<file path="src/rtl/gpr_read_sched.sv">
// Bank-conflict read scheduler for the banked GPR file: collects one instruction's
// source operands over as many cycles as bank collisions require, one read per bank per cycle.
module gpr_read_sched #(
  parameter int unsigned NUM_BANKS = 4,
  parameter int unsigned NUM_SRCS  = 3,
  parameter int unsigned NR_BITS   = 6,
  parameter int unsigned WIS_BITS  = 2,
  parameter int unsigned TAG_W     = 8,
  parameter int unsigned PERF_W    = 44,
  localparam int unsigned BANK_SEL_BITS = $clog2(NUM_BANKS),
  localparam int unsigned SRC_SEL_W     = (NUM_SRCS > 1) ? $clog2(NUM_SRCS) : 1,
  localparam int unsigned WIS_W         = (WIS_BITS > 0) ? WIS_BITS : 1,
  localparam int unsigned AW            = NR_BITS - BANK_SEL_BITS + WIS_BITS
) (
  input  logic                           clk,
  input  logic                           reset,
  input  logic                           req_valid,
  output logic                           req_ready,
  input  logic [NUM_SRCS*NR_BITS-1:0]    req_rs,
  input  logic [WIS_W-1:0]               req_wis,
  input  logic [TAG_W-1:0]               req_tag,
  output logic [NUM_BANKS-1:0]           bank_rd_en,
  output logic [NUM_BANKS*AW-1:0]        bank_rd_addr,
  output logic [NUM_BANKS*SRC_SEL_W-1:0] bank_rd_src,
  output logic                           rsp_valid,
  input  logic                           rsp_ready,
  output logic [TAG_W-1:0]               rsp_tag,
  output logic [PERF_W-1:0]              perf_conflicts
);

  localparam int unsigned BSB_W = (BANK_SEL_BITS > 0) ? BANK_SEL_BITS : 1;

  localparam logic [1:0] S_IDLE = 2'd0;
  localparam logic [1:0] S_READ = 2'd1;
  localparam logic [1:0] S_DONE = 2'd2;

  logic [1:0]                  state_q, state_d;
  logic [NUM_SRCS-1:0]         pend_q, pend_d;
  logic [NUM_SRCS*NR_BITS-1:0] rs_q, rs_d;
  logic [WIS_W-1:0]            wis_q, wis_d;
  logic [TAG_W-1:0]            tag_q, tag_d;
  logic [PERF_W-1:0]           perf_q, perf_d;

  logic [NUM_SRCS-1:0] grant;
  logic [NUM_SRCS-1:0] pend_new;
  logic [NUM_SRCS-1:0] pend_left;
  logic                accept;

  function automatic logic [BSB_W-1:0] bank_of(input logic [NR_BITS-1:0] rs);
    if (BANK_SEL_BITS == 0) bank_of = '0;
    else                    bank_of = rs[BSB_W-1:0];
  endfunction

  // Row address inside a bank, with the warp index appended below it.
  function automatic logic [AW-1:0] slot_addr(input logic [NR_BITS-1:0] rs,
                                              input logic [WIS_W-1:0]   wis);
    logic [NR_BITS-1:0] row;
    row = rs >> BANK_SEL_BITS;
    if (WIS_BITS == 0) slot_addr = AW'(row);
    else               slot_addr = AW'({row, wis});
  endfunction

  assign req_ready      = (state_q == S_IDLE) || ((state_q == S_DONE) && rsp_ready);
  assign accept         = req_valid && req_ready;
  assign rsp_valid      = (state_q == S_DONE);
  assign rsp_tag        = tag_q;
  assign perf_conflicts = perf_q;

  // Per-bank grant: lowest-index pending slot mapped to that bank wins.
  always_comb begin
    grant        = '0;
    bank_rd_en   = '0;
    bank_rd_addr = '0;
    bank_rd_src  = '0;
    if (state_q == S_READ) begin
      for (int unsigned b = 0; b < NUM_BANKS; b++) begin
        for (int unsigned i = 0; i < NUM_SRCS; i++) begin
          if (!bank_rd_en[b] && pend_q[i] &&
              (bank_of(rs_q[i*NR_BITS +: NR_BITS]) == BSB_W'(b))) begin
            bank_rd_en[b]                         = 1'b1;
            grant[i]                              = 1'b1;
            bank_rd_addr[b*AW +: AW]              = slot_addr(rs_q[i*NR_BITS +: NR_BITS], wis_q);
            bank_rd_src[b*SRC_SEL_W +: SRC_SEL_W] = SRC_SEL_W'(i);
          end
        end
      end
    end
  end

  always_comb begin
    state_d   = state_q;
    pend_d    = pend_q;
    rs_d      = rs_q;
    wis_d     = wis_q;
    tag_d     = tag_q;
    perf_d    = perf_q;
    pend_new  = '0;
    for (int unsigned i = 0; i < NUM_SRCS; i++) begin
      pend_new[i] = |req_rs[i*NR_BITS +: NR_BITS];
    end
    pend_left = pend_q & ~grant;

    case (state_q)
      S_IDLE: ;
      S_READ: begin
        pend_d = pend_left;
        if (pend_left == '0) state_d = S_DONE;
        else                 perf_d  = perf_q + PERF_W'(1);
      end
      S_DONE: begin
        if (rsp_ready && !req_valid) state_d = S_IDLE;
      end
      default: state_d = S_IDLE;
    endcase

    // Accept is only possible from IDLE or a consumed DONE; x0 slots never read.
    if (accept) begin
      rs_d    = req_rs;
      wis_d   = req_wis;
      tag_d   = req_tag;
      pend_d  = pend_new;
      state_d = (pend_new != '0) ? S_READ : S_DONE;
    end
  end

  always_ff @(posedge clk) begin
    if (reset) begin
      state_q <= S_IDLE;
      pend_q  <= '0;
      rs_q    <= '0;
      wis_q   <= '0;
      tag_q   <= '0;
      perf_q  <= '0;
    end else begin
      state_q <= state_d;
      pend_q  <= pend_d;
      rs_q    <= rs_d;
      wis_q   <= wis_d;
      tag_q   <= tag_d;
      perf_q  <= perf_d;
    end
  end

endmodule
</file>
<file path="config.mk">
export PLATFORM = sky130hd
export DESIGN_NAME = gpr_read_sched
export DESIGN_NICKNAME = d
export VERILOG_FILES = /design/src/rtl/gpr_read_sched.sv
export SDC_FILE = /design/constraint.sdc
export NUM_CORES = 1
export LEC_CHECK = 0
export CAP_MARGIN = 10
export CORE_AREA = 2 2 82 104
export CTS_BUF_LIST = sky130_fd_sc_hd__clkbuf_8 sky130_fd_sc_hd__clkbuf_16
export CTS_CLUSTER_DIAMETER = 150
export DETAILED_ROUTE_END_ITERATION = 16
export DIE_AREA = 0 0 84 106
export DONT_BUFFER_PORTS = 1
export PLACE_DENSITY = 0.75
export SLEW_MARGIN = 20
export SYNTH_ARGS = -nofsm -noshare
export SYNTH_HDL_FRONTEND = slang
export SYNTH_SLANG_ARGS = --single-unit
</file>
<file path="constraint.sdc">
create_clock -name clk -period 2.89 [get_ports clk]
set_input_delay 0.578 -clock clk [delete_from_list [all_inputs] [get_ports clk]]
set_output_delay 0.578 -clock clk [all_outputs]
set_load 0.01 [all_outputs]
</file>
# Word level (Yosys, flattened, before mapping)
# Index checks and enable logic that the tools add are counted.
# classes
addsub,1
eq_ne,14
muxes,65
bitwise,3
n_reduce_logical,45
# op_table
op,count
$mux W6,12
$add A44 B1 Y44 const B,1
$mux W1,35
$mux W24,1
$logic_and A1 B1 Y1,23
$mux W2,11
$reduce_or A6 Y1,3
$eq A2 B2 Y1 const B,7
$logic_not A1 Y1,9
$mux W3,3
$eq A2 B1 Y1 const B,4
$logic_not A2 Y1,4
$mux W8,1
$pmux W2 S3,1
$mux W4,1
$and A3 B3 Y3,1
$logic_not A3 Y1,1
$ne A3 B1 Y1 const B,1
$ne A3 B2 Y1 const B,1
$not A3 Y3,1
$reduce_and A3 Y1,1
$reduce_bool A3 Y1,1
$ne A2 B2 Y1 const B,1
$reduce_and A2 Y1,1
other kinds (3),3
# word_totals
reg_bits,77
input_bits,32
output_inout_bits,90
wordCells,134

# Longest topological paths before layout
# Gate-level depths: netlist of the first run.
# logic_depth
depth_word,25
ltp_mapped,9

# Worst setup path before layout of the first run
# OpenSTA, ideal clock, no wires.
# synth_path
path_type,reg-to-output
from,register rs_q[1]
to,output port bank_rd_addr[6]
arrival_ps,1839
setup_slack_ps,473
stages_incl_launch_ff,9
path_cell_list,dfxtp_1 > buf_2 > and3b_1 > clkbuf_1 > a21o_1 > nor3_1 > nor2_1 > nor2_1 > and2_1
# synth_via
elab_chain_len,15
word_cells_on_any_way,17
# synth_lines
element,line,text
start: declaration,39,"logic [NUM_SRCS*NR_BITS-1:0] rs_q, rs_d;"
start signal: assignment,137,rs_q <= rs_d;
$mux W2 *,75,if (state_q == S_READ) begin
$eq A2 B1 Y1 *,79,(bank_of(rs_q[i*NR_BITS +: NR_BITS]) == BSB_W'(b))) begin
$logic_and A1 B1 Y1 *,78,if (!bank_rd_en[b] && pend_q[i] &&
$mux W1,78,
$mux W1,75,
$logic_not A1 Y1,78,
$logic_and A1 B1 Y1 (2 in series),78,
$mux W1,78,
$mux W1,75,
$logic_not A1 Y1,78,
$logic_and A1 B1 Y1 (2 in series),78,
$mux W6 *,78,
$mux W24 *,75,
end: declaration,23,"output logic [NUM_BANKS*AW-1:0] bank_rd_addr,"
# Every way passes the cells marked *; elsewhere a longest branch is shown, timed or not. The select of a mux whose other input is x is not followed.

# Worst setup path after layout of the first run
# layout_path
from,register rs_q[13]
to,output port bank_rd_addr[5]
# layout_via
elab_chain_len,5
# layout_lines
element,line
$mux W2,75
$logic_not A2 Y1,79
$logic_and A1 B1 Y1,78
$mux W6,78
$mux W24,75
# No other way between the ends. The select of a mux whose other input is x is not followed.

==> flow_metrics.env, run 1 <==
export IMPL_synth_area_mm2=0.00428
export IMPL_num_rows=37
export IMPL_worstRegToRegCells=6
export IMPL_synth_cell_types=58
export IMPL_gp_congestion=0.923
export IMPL_crit_required_ps=2310
export IMPL_drc=0
export IMPL_antenna_found_initial=0
export IMPL_p_per_area_mw_per_mm2=489
export IMPL_hold_path_end="perf_conflicts[25]"
export IMPL_synth_top_family_by_area="simple AND/OR/NAND/NOR gates"
export IMPL_yosysSeqAreaShare_pct=36.0
export IMPL_synth_adder_area_share_pct=0.292
export IMPL_rsz0062_at_grt="no"
export IMPL_cellLeakagePower_nw=1.47
export IMPL_async_flop_share_pct=0
export IMPL_status="finished, final reports clean"
export IMPL_crit_fanout=11
export IMPL_cp_start_kind="flop"
export IMPL_end_kind="output pin"
export IMPL_fin_worst_skew_ps=6.85
export IMPL_cts_htree_levels=3
export IMPL_num_vias=4216
export IMPL_min_delay_start="reset"
export IMPL_via_per_inst=6.44
export IMPL_finalHoldViolCount=0
export IMPL_ctsRootBufferMaster="clkbuf_8"
export IMPL_syn_nets=598
export IMPL_cts_tree="built"
export IMPL_ir_drop_v=0.000316
export IMPL_slew_headroom_pct=55.8
export IMPL_first_pass_iters=5
export IMPL_muxShareOfSynthArea_pct=0.234
export IMPL_grt_usage_pct=26.9
export IMPL_synth_compound_area_share_pct=22.4
export IMPL_min_period_ps=2690
export IMPL_die_y_um=106
export IMPL_grtUsageMet1_pct=29.7
export IMPL_reg2reg_to="perf_conflicts[32]"
export IMPL_wl_um=11900
export IMPL_period_share_pct=93.0
export IMPL_min_delay_path_depth=1
export IMPL_arrival_ps=2110
export IMPL_clk_path_buf_depth=2
export IMPL_synth_xor_area_share_pct=1.43
export IMPL_final_layout_size_suffix_gt1_share_pct=7.71
export IMPL_top_usage_layer="met2"
export IMPL_yosys_area_share_simple_pct=34.3
export IMPL_crit_family="simple AND/OR/NAND/NOR gates"
export IMPL_ioPinCount=122
export IMPL_syn_mean_instance_area_um2=7.58
export IMPL_synth_edf_count=0
export IMPL_diodes=0
export IMPL_synth_area_leaders="dfxtp_1, a21oi_1, nand2_1, o31ai_1, nor2_1"
export IMPL_worst_path_largest_cell_delay_ps=540
export IMPL_synth_commonest_cells="nand2_1, a21oi_1, dfxtp_1, nor2_1, nand3_1"
export IMPL_fin_tns_setup_ps=0
export IMPL_fp_coreArea_mm2=0.00801
export IMPL_grt_max_degree=78
export IMPL_grt_overflow=0
export IMPL_synth_largest_area_cell="dfxtp_1"
export IMPL_use_met3_pct=7.45
export IMPL_yosysMostFrequentCell="nand2_1"
export IMPL_critical_path_class="flop to output pin"
export IMPL_wire_per_inst_um=18.2
export IMPL_crit_buf_inv=0
export IMPL_grt_pass1_vias=3976
export IMPL_die_area_mm2=0.00890
export IMPL_die_w_um=84
export IMPL_drt_iter0_drc=199
export IMPL_fmax_ghz=0.372
export IMPL_grt_first_pass_wirelength_um=19400
export IMPL_cts_sinks=77
export IMPL_cp_depth=6
export IMPL_cts_setup_buffers=0
export IMPL_numCtsBuffers=9
export IMPL_max_cap_viol_count=0
export IMPL_setup_viol_count_final=0
export IMPL_crit_chain="or3b_2 > nor2_1 > a22oi_1 > nor2_1 > a21oi_1 > nor2_1"
export IMPL_ant_nets=0
export IMPL_synthCells=565
export IMPL_final_net_count=586
export IMPL_hold_path_class="input pin to flop"
export IMPL_area_delta_synth_final_pct=6.23
export IMPL_grtUsageMet2_pct=48.6
export IMPL_start_util_pct=53.4
export IMPL_hold_ws_ps=277
export IMPL_yosysTopAreaCellShare_pct=36.0
export IMPL_max_slew_worst_pin_slew_ps=658
export IMPL_clk_pin_slew_worst_paths_ps=80
export IMPL_synth_seq_cells=77
export IMPL_insertion_delay_ps=360
export IMPL_place_hpwl_um=8840
export IMPL_r2r_start="perf_conflicts[2]"
export IMPL_num_fill_cells=761
export IMPL_yosys_warnings=0
export IMPL_cp_slowest_cell="or3b_2"
export IMPL_reg2reg_setup_slack_ps=390
export IMPL_finalMaxSlewViolations=0
export IMPL_cpMostUsedCell="nor2_1"
export IMPL_synthFlopType="dfxtp_1"
export IMPL_io_buffers=0
stage by stage:
step                util [%]  total power [mW]  area (um^2)  setup slack [ps]  std cells
finish                  56.8              2.22         4550               203        655
global route            56.8              2.30         4550              56.2        655
CTS                     56.7              2.25         4540              63.2        655
detailed placement      54.0              1.35         4320               424        639
global placement        54.0              1.35         4320               476        639
floorplan                  -              1.32         4280               473        565
repair_timing:
action                                  4_1_cts  5_1_grt
resized for setup                             0        3
hold buffers                                  0        0
endpoints found under the setup margin        0        6
sequential cells by signal, summed over array words and instances, names as in the netlist:
name	flops
pend_q	3
state_q	2
rs_q	18
rsp_tag	8
perf_conflicts	44
wis_q	2
cell type report:
type                    instances  area, um^2  area share (%)
multi-input cells             443        2520            55.4
flip-flops and latches         77        1540            33.9
clock buffers                   9         124            2.72
well taps                      97         121            2.67
repair buffers                 11         108            2.37
clock inverters                 7        90.1            1.98
inverters                      11        41.3           0.908
cell families after synthesis:
| logic type | count (synthesis) |
|---|---|
| and+or+nand+nor | 281 |
| DFF | 77 |
| adders and majority gates | 1 |
| AOI/OAI and AO/OA | 153 |
| buffers and inverters | 45 |
| muxes | 1 |
| xor gates and xnor gates | 7 |
layer usage:
layer	routed length [um]	vias up
met5	0	-
met4	276	0
met3	786	19
met2	6200	158
met1	4630	1994
li1	-	2045
worst register-to-register path, delay by kind of cell, from the launching register on:
kind | cells | cell delay (ps)
AOI/OAI and AO/OA | 1 | 150
DFF | 1 | 490
and+or+nand+nor | 5 | 1790
worst max-delay path by stage:
stage                       from                 end  slack, ps
2_1_floorplan            rs_q[1]     bank_rd_addr[6]        470
3_3_place_gp   perf_conflicts[2]  perf_conflicts[40]        480
3_5_place_dp   perf_conflicts[2]  perf_conflicts[32]        420
4_1_cts                  rs_q[1]     bank_rd_addr[6]         60
5_1_grt                 rs_q[13]     bank_rd_addr[5]         60
6_report                rs_q[13]     bank_rd_addr[5]        200
layout by cell type (no fill, tap or decap), types with 2 or more instances in the layout:
cell and n:
o21ai_0 17, a221oi_1 8, nand4_1 13, o31ai_1 21, and2_1 13, a22oi_1 5, nand2b_1 2, inv_1 12
xnor2_1 6, and4_1 4, a21oi_1 78, nand3_1 24, a21o_1 2, clkinv_2 2, and3_1 10, clkbuf_8 9
nand2_1 96, dfxtp_1 76, nand3b_1 3, or4_1 19, nor3_1 17, nand2_2 2, nor2b_1 6, bufinv_16 2
a31oi_1 5, or3b_1 2, nand4b_1 3, o41ai_1 2, a21bo_2 2, nor4_1 8, or3_1 10, buf_4 9
buf_12 2, nor2_1 38
where the power goes:
group / internal [mW] / switching (mW) / total (mW)
logic: 0.0672 / 0.117 / 0.184
registers: 1.09 / 0.0509 / 1.14
clock network: 0.483 / 0.411 / 0.894
total: 1.64 / 0.579 / 2.22
Note: power is estimated with default switching activity, not from simulation.
==> run 2: changes to the inputs <==
--- a/config.mk
+++ b/config.mk
@@ -6,13 +6,15 @@
 export NUM_CORES = 1
 export LEC_CHECK = 0
 export CAP_MARGIN = 10
-export CORE_AREA = 2 2 82 104
+export CELL_PAD_IN_SITES_DETAIL_PLACEMENT = 1
+export CELL_PAD_IN_SITES_GLOBAL_PLACEMENT = 2
+export CORE_AREA = 2 2 102 129
 export CTS_BUF_LIST = sky130_fd_sc_hd__clkbuf_8 sky130_fd_sc_hd__clkbuf_16
 export CTS_CLUSTER_DIAMETER = 150
 export DETAILED_ROUTE_END_ITERATION = 16
-export DIE_AREA = 0 0 84 106
+export DIE_AREA = 0 0 104 131
 export DONT_BUFFER_PORTS = 1
-export PLACE_DENSITY = 0.75
+export PLACE_DENSITY = 0.84
 export SLEW_MARGIN = 20
 export SYNTH_ARGS = -nofsm -noshare
 export SYNTH_HDL_FRONTEND = slang
==> flow_metrics.env, run 2 (synthesis results as in run 1) <==
export IMPL_gp_congestion=0.866
export IMPL_wl_um=14000
export IMPL_crit_fanout=11
export IMPL_end_kind="output pin"
export IMPL_insertion_delay_ps=340
export IMPL_post_cts_resized=0
export IMPL_cts_setup_buffers=0
export IMPL_slew_headroom_pct=63.6
export IMPL_cp_start_kind="flop"
export IMPL_postCtsHoldBufs=0
export IMPL_wire_per_inst_um=19.1
export IMPL_cts_tree="built"
export IMPL_io_buffers=0
export IMPL_reg2reg_to="perf_conflicts[40]"
export IMPL_num_vias=4365
export IMPL_max_cap_viol_count=0
export IMPL_grt_first_pass_wirelength_um=22400
export IMPL_power_frac_clock_pct=47.9
export IMPL_drt_iter0_drc=187
export IMPL_fmax_ghz=0.363
export IMPL_pwr_share_comb_pct=7.2
export IMPL_max_slew_worst_pin_slew_ps=543
export IMPL_num_fill_cells=1590
export IMPL_arrival_ps=2180
export IMPL_final_net_count=592
export IMPL_grt_pass1_vias=4454
export IMPL_grt_max_degree=78
export IMPL_min_delay_path_depth=1
export IMPL_via_per_inst=5.96
export IMPL_num_rows=46
export IMPL_cellLeakagePower_nw=1.55
export IMPL_p_switching_uw=640
export IMPL_min_delay_start="reset"
export IMPL_start_util_pct=34.4
export IMPL_setup_viol_count_final=0
export IMPL_p_int_mw=1.92
export IMPL_die_y_um=131
export IMPL_first_pass_iters=4
export IMPL_hold_path_end="perf_conflicts[31]"
export IMPL_cts_sinks=77
export IMPL_total_power_mw=2.56
export IMPL_p_sw_share_pct=25.0
export IMPL_r2r_start="perf_conflicts[7]"
export IMPL_fin_worst_skew_ps=7.84
export IMPL_final_cell_mix="nand2_1, a21oi_1, dfxtp_1"
export IMPL_fin_tns_setup_ps=0
export IMPL_numCtsBuffers=9
export IMPL_grt_overflow=0
export IMPL_diodes=0
export IMPL_ioPinCount=122
export IMPL_antenna_found_initial=0
export IMPL_drc=0
export IMPL_finalMaxSlewViolations=0
export IMPL_worstRegToRegCells=6
export IMPL_ctsRootBufferMaster="clkbuf_16"
export IMPL_min_period_ps=2760
export IMPL_period_share_pct=95.4
export IMPL_p_per_area_mw_per_mm2=537
export IMPL_fp_coreArea_mm2=0.0124
export IMPL_power_frac_seq_pct=44.9
export IMPL_die_area_mm2=0.0136
export IMPL_layout_cells_most_common="nand2_1"
export IMPL_clk_pin_slew_worst_paths_ps=60
export IMPL_clk_path_buf_depth=2
export IMPL_ir_drop_v=0.000233
export IMPL_place_hpwl_um=10200
export IMPL_finalHoldViolCount=0
export IMPL_rsz0062_at_grt="no"
export IMPL_crit_required_ps=2310
export IMPL_reg2reg_setup_slack_ps=370
export IMPL_grt_usage_pct=20.4
export IMPL_ant_nets=0
export IMPL_area_delta_synth_final_pct=11.5
export IMPL_die_w_um=104
export IMPL_hold_path_class="input pin to flop"
export IMPL_cts_htree_levels=3
export IMPL_final_layout_size_suffix_gt1_share_pct=8.16
export IMPL_largest_register_ffs=44
export IMPL_critical_path_class="flop to output pin"
export IMPL_status="finished, final reports clean"
run 2: how the worst max path moves through the flow:
stage / startpoint / end / slack (ps) / cells past startpoint
after floorplan: rs_q[1] / bank_rd_addr[6] / 470 / 8
after global placement: perf_conflicts[3] / perf_conflicts[40] / 440 / 6
final: rs_q[1] / bank_rd_addr[11] / 130 / 6
after global routing: rs_q[7] / bank_rd_addr[11] / 20 / 6
after detailed placement: perf_conflicts[7] / perf_conflicts[32] / 390 / 6
after CTS: rs_q[1] / bank_rd_addr[11] / 160 / 6
run 2: stage by stage:
stage	cell area, um^2	util (%)	cells	worst slack, ps	hold slack, ps
detailed placement	4450	35.8	716	389	472
floorplan	4280	-	565	473	450
CTS	4770	38.4	732	162	293
global placement	4450	35.8	716	445	467
finish	4770	38.4	732	132	304
global route	4770	38.4	732	18.0	283
run 2: critical path, cell delays in order, from the launching register on:
cell and delay [ps]:
dfxtp_1 500, and3b_1 350, a21o_1 230, nor3_1 260, buf_4 190, a221oi_1 80, nor2_1 240
run 2: layout make-up:
type	count	area, um^2	share of cell area [%]
Multi-Input combinational cell	443	2510	52.7
Inverter	11	41.3	0.865
Sequential cell	77	1540	32.3
Clock inverter	7	100	2.10
Tap cell	168	210	4.41
Timing Repair Buffer	17	140	2.94
Clock buffer	9	225	4.72
run 2: power groups by stage:
| stage | registers, mW | logic [mW] | clock network (mW) |
|---|---|---|---|
| 6_report | 1.15 | 0.185 | 1.23 |
| 5_1_grt | 1.15 | 0.210 | 1.31 |
| 4_1_cts | 1.15 | 0.187 | 1.27 |
| 3_5_place_dp | 1.17 | 0.187 | 0 |
| 3_3_place_gp | 1.17 | 0.178 | 0 |
| 2_1_floorplan | 1.14 | 0.174 | 0 |
run 2: routing by layer:
metal	track usage, %	routed length, um	vias up
met5	0	0	-
met2	39.7	7520	136
met3	6.20	839	29
li1	-	-	2063
met4	7.79	308	0
met1	20.6	5350	2137
==> run 3: changes to the inputs <==
--- a/config.mk
+++ b/config.mk
@@ -8,13 +8,13 @@
 export CAP_MARGIN = 10
 export CELL_PAD_IN_SITES_DETAIL_PLACEMENT = 1
 export CELL_PAD_IN_SITES_GLOBAL_PLACEMENT = 2
-export CORE_AREA = 2 2 102 129
+export CORE_AREA = 2 2 98 124
 export CTS_BUF_LIST = sky130_fd_sc_hd__clkbuf_8 sky130_fd_sc_hd__clkbuf_16
 export CTS_CLUSTER_DIAMETER = 150
 export DETAILED_ROUTE_END_ITERATION = 16
-export DIE_AREA = 0 0 104 131
+export DIE_AREA = 0 0 100 126
 export DONT_BUFFER_PORTS = 1
-export PLACE_DENSITY = 0.84
+export PLACE_DENSITY = 0.9
 export SLEW_MARGIN = 20
 export SYNTH_ARGS = -nofsm -noshare
 export SYNTH_HDL_FRONTEND = slang
==> constraint.sdc (replaced) <==
create_clock -name clk -period 3.5 [get_ports clk]
set_input_delay 0.7 -clock clk [delete_from_list [all_inputs] [get_ports clk]]
set_output_delay 0.7 -clock clk [all_outputs]
set_load 0.01 [all_outputs]
==> flow_metrics.env, run 3 (synthesis results as in run 1) <==
export IMPL_die_y_um=126
export IMPL_post_place_ws_ps=702
export IMPL_p_switching_uw=524
export IMPL_top_usage_layer="met2"
export IMPL_numCtsBuffers=9
export IMPL_finalMaxSlewViolations=0
export IMPL_cts_htree_levels=3
export IMPL_post_cts_resized=0
export IMPL_min_period_ps=3170
export IMPL_p_int_mw=1.53
export IMPL_first_pass_iters=4
export IMPL_cellLeakagePower_nw=1.48
export IMPL_setup_viol_count_final=0
export IMPL_critical_path_class="flop to output pin"
export IMPL_clk_pin_slew_worst_paths_ps=60
export IMPL_fmax_ghz=0.316
export IMPL_period_share_pct=90.6
export IMPL_num_vias=4203
export IMPL_final_cell_mix="nand2_1, a21oi_1, dfxtp_1"
export IMPL_arrival_ps=2470
export IMPL_end_kind="output pin"
export IMPL_final_core_util_pct=40.4
export IMPL_num_rows=44
export IMPL_via_per_inst=6.08
export IMPL_fin_tns_setup_ps=0
export IMPL_cpMostUsedCell="nor2_1"
export IMPL_crit_buf_inv=0
export IMPL_io_buffers=0
export IMPL_die_w_um=100
export IMPL_grt_usage_pct=22.1
export IMPL_max_cap_viol_count=0
export IMPL_cts_setup_buffers=0
export IMPL_area_delta_synth_final_pct=8.07
export IMPL_crit_required_ps=2800
export IMPL_p_sw_share_pct=25.6
export IMPL_use_met3_pct=6.71
export IMPL_fin_worst_skew_ps=7.74
export IMPL_setup_ws_ps=331
export IMPL_ant_nets=0
export IMPL_grt_overflow=0
export IMPL_clk_path_buf_depth=2
export IMPL_grt_pass1_vias=4362
export IMPL_crit_family="simple AND/OR/NAND/NOR gates"
export IMPL_slew_headroom_pct=37.1
export IMPL_largest_register_ffs=44
export IMPL_insertion_delay_ps=340
export IMPL_rsz0062_at_grt="no"
export IMPL_grt_first_pass_wirelength_um=22200
export IMPL_cp_slowest_cell="dfxtp_1"
export IMPL_ioPinCount=122
export IMPL_power_frac_seq_pct=46.1
export IMPL_place_hpwl_um=10000
export IMPL_worst_path_largest_cell_delay_ps=590
export IMPL_diodes=0
export IMPL_start_util_pct=37.4
export IMPL_postCtsHoldBufs=0
export IMPL_finalHoldViolCount=0
export IMPL_ir_drop_v=0.000209
export IMPL_max_slew_worst_pin_slew_ps=944
export IMPL_pwr_share_comb_pct=7.4
export IMPL_cp_start_kind="flop"
export IMPL_status="finished, final reports clean"
export IMPL_power_frac_clock_pct=46.5
export IMPL_final_net_count=581
export IMPL_drc=0
export IMPL_ctsRootBufferMaster="clkbuf_16"
export IMPL_wire_per_inst_um=19.7
export IMPL_die_area_mm2=0.0126
export IMPL_gp_congestion=0.947
export IMPL_grtUsageMet1_pct=22.5
export IMPL_grt_max_degree=78
export IMPL_drt_iter0_drc=110
export IMPL_wl_um=13600
export IMPL_fp_coreArea_mm2=0.0115
export IMPL_layout_cells_most_common="nand2_1"
export IMPL_crit_chain="and2b_1 > a21o_1 > nor3_1 > nor2_1 > nor2_1 > and2_1"
export IMPL_p_per_area_mw_per_mm2=443
export IMPL_multi_input_area_mm2=0.00251
export IMPL_antenna_found_initial=0
export IMPL_num_fill_cells=1440
export IMPL_hold_path_class="input pin to flop"
export IMPL_cts_sinks=77
export IMPL_crit_fanout=12
export IMPL_final_layout_size_suffix_gt1_share_pct=6.33
export IMPL_cts_tree="built"
export IMPL_seqCellArea_mm2=0.00154
export IMPL_grtUsageMet2_pct=42.2
-- run 3: changes by cell type in the layout (fill, tap and decap cells not counted), sizes merged --
| cell | change |
|---|---|
| clkinv | +1 |
| clkbuf | +1 |
| buf | -11 |
| bufinv | -1 |
| clkinvlp | -1 |
-- run 3: through the flow --
step	hold WS [ps]	instance area [um^2]	total power, mW	cells
CTS	407	4630	2.08	691
detailed placement	477	4330	1.12	675
floorplan	450	4280	1.09	565
global route	401	4630	2.14	691
finish	419	4630	2.05	691
global placement	463	4330	1.11	675
-- run 3: final timing paths --
path,startpoint,to,slack [ps],depth (start not counted)
worst max-delay path,rs_q[7],bank_rd_addr[6],330,6
worst min-delay path,reset,perf_conflicts[42],420,1
worst max register to register,perf_conflicts[5],perf_conflicts[35],940,6
worst min register to register,rs_q[9],rs_q[9],480,2
-- run 3: final cells by class --
class / instances / share of cell area, %
clock buffers: 10 / 5.17
clock inverters: 6 / 1.33
inverters: 11 / 0.893
multi-input cells: 443 / 54.3
flip-flops and latches: 77 / 33.3
well taps: 138 / 3.73
repair buffers: 6 / 1.24
-- run 3: power groups by stage --
stage,registers [mW],logic [mW],clock network (mW)
after global routing,0.951,0.172,1.02
final,0.946,0.152,0.953
after global placement,0.964,0.148,0
after floorplan,0.944,0.144,0
after CTS,0.946,0.153,0.978
after detailed placement,0.966,0.152,0
-- run 3: per-layer routing --
| layer | vias to the layer above | part of all wire [%] |
|---|---|---|
| li1 | 2033 | - |
| met1 | 2055 | 38 |
| met2 | 99 | 54 |
| met3 | 16 | 5.9 |
| met4 | 0 | 1.6 |
| met5 | - | 0 |
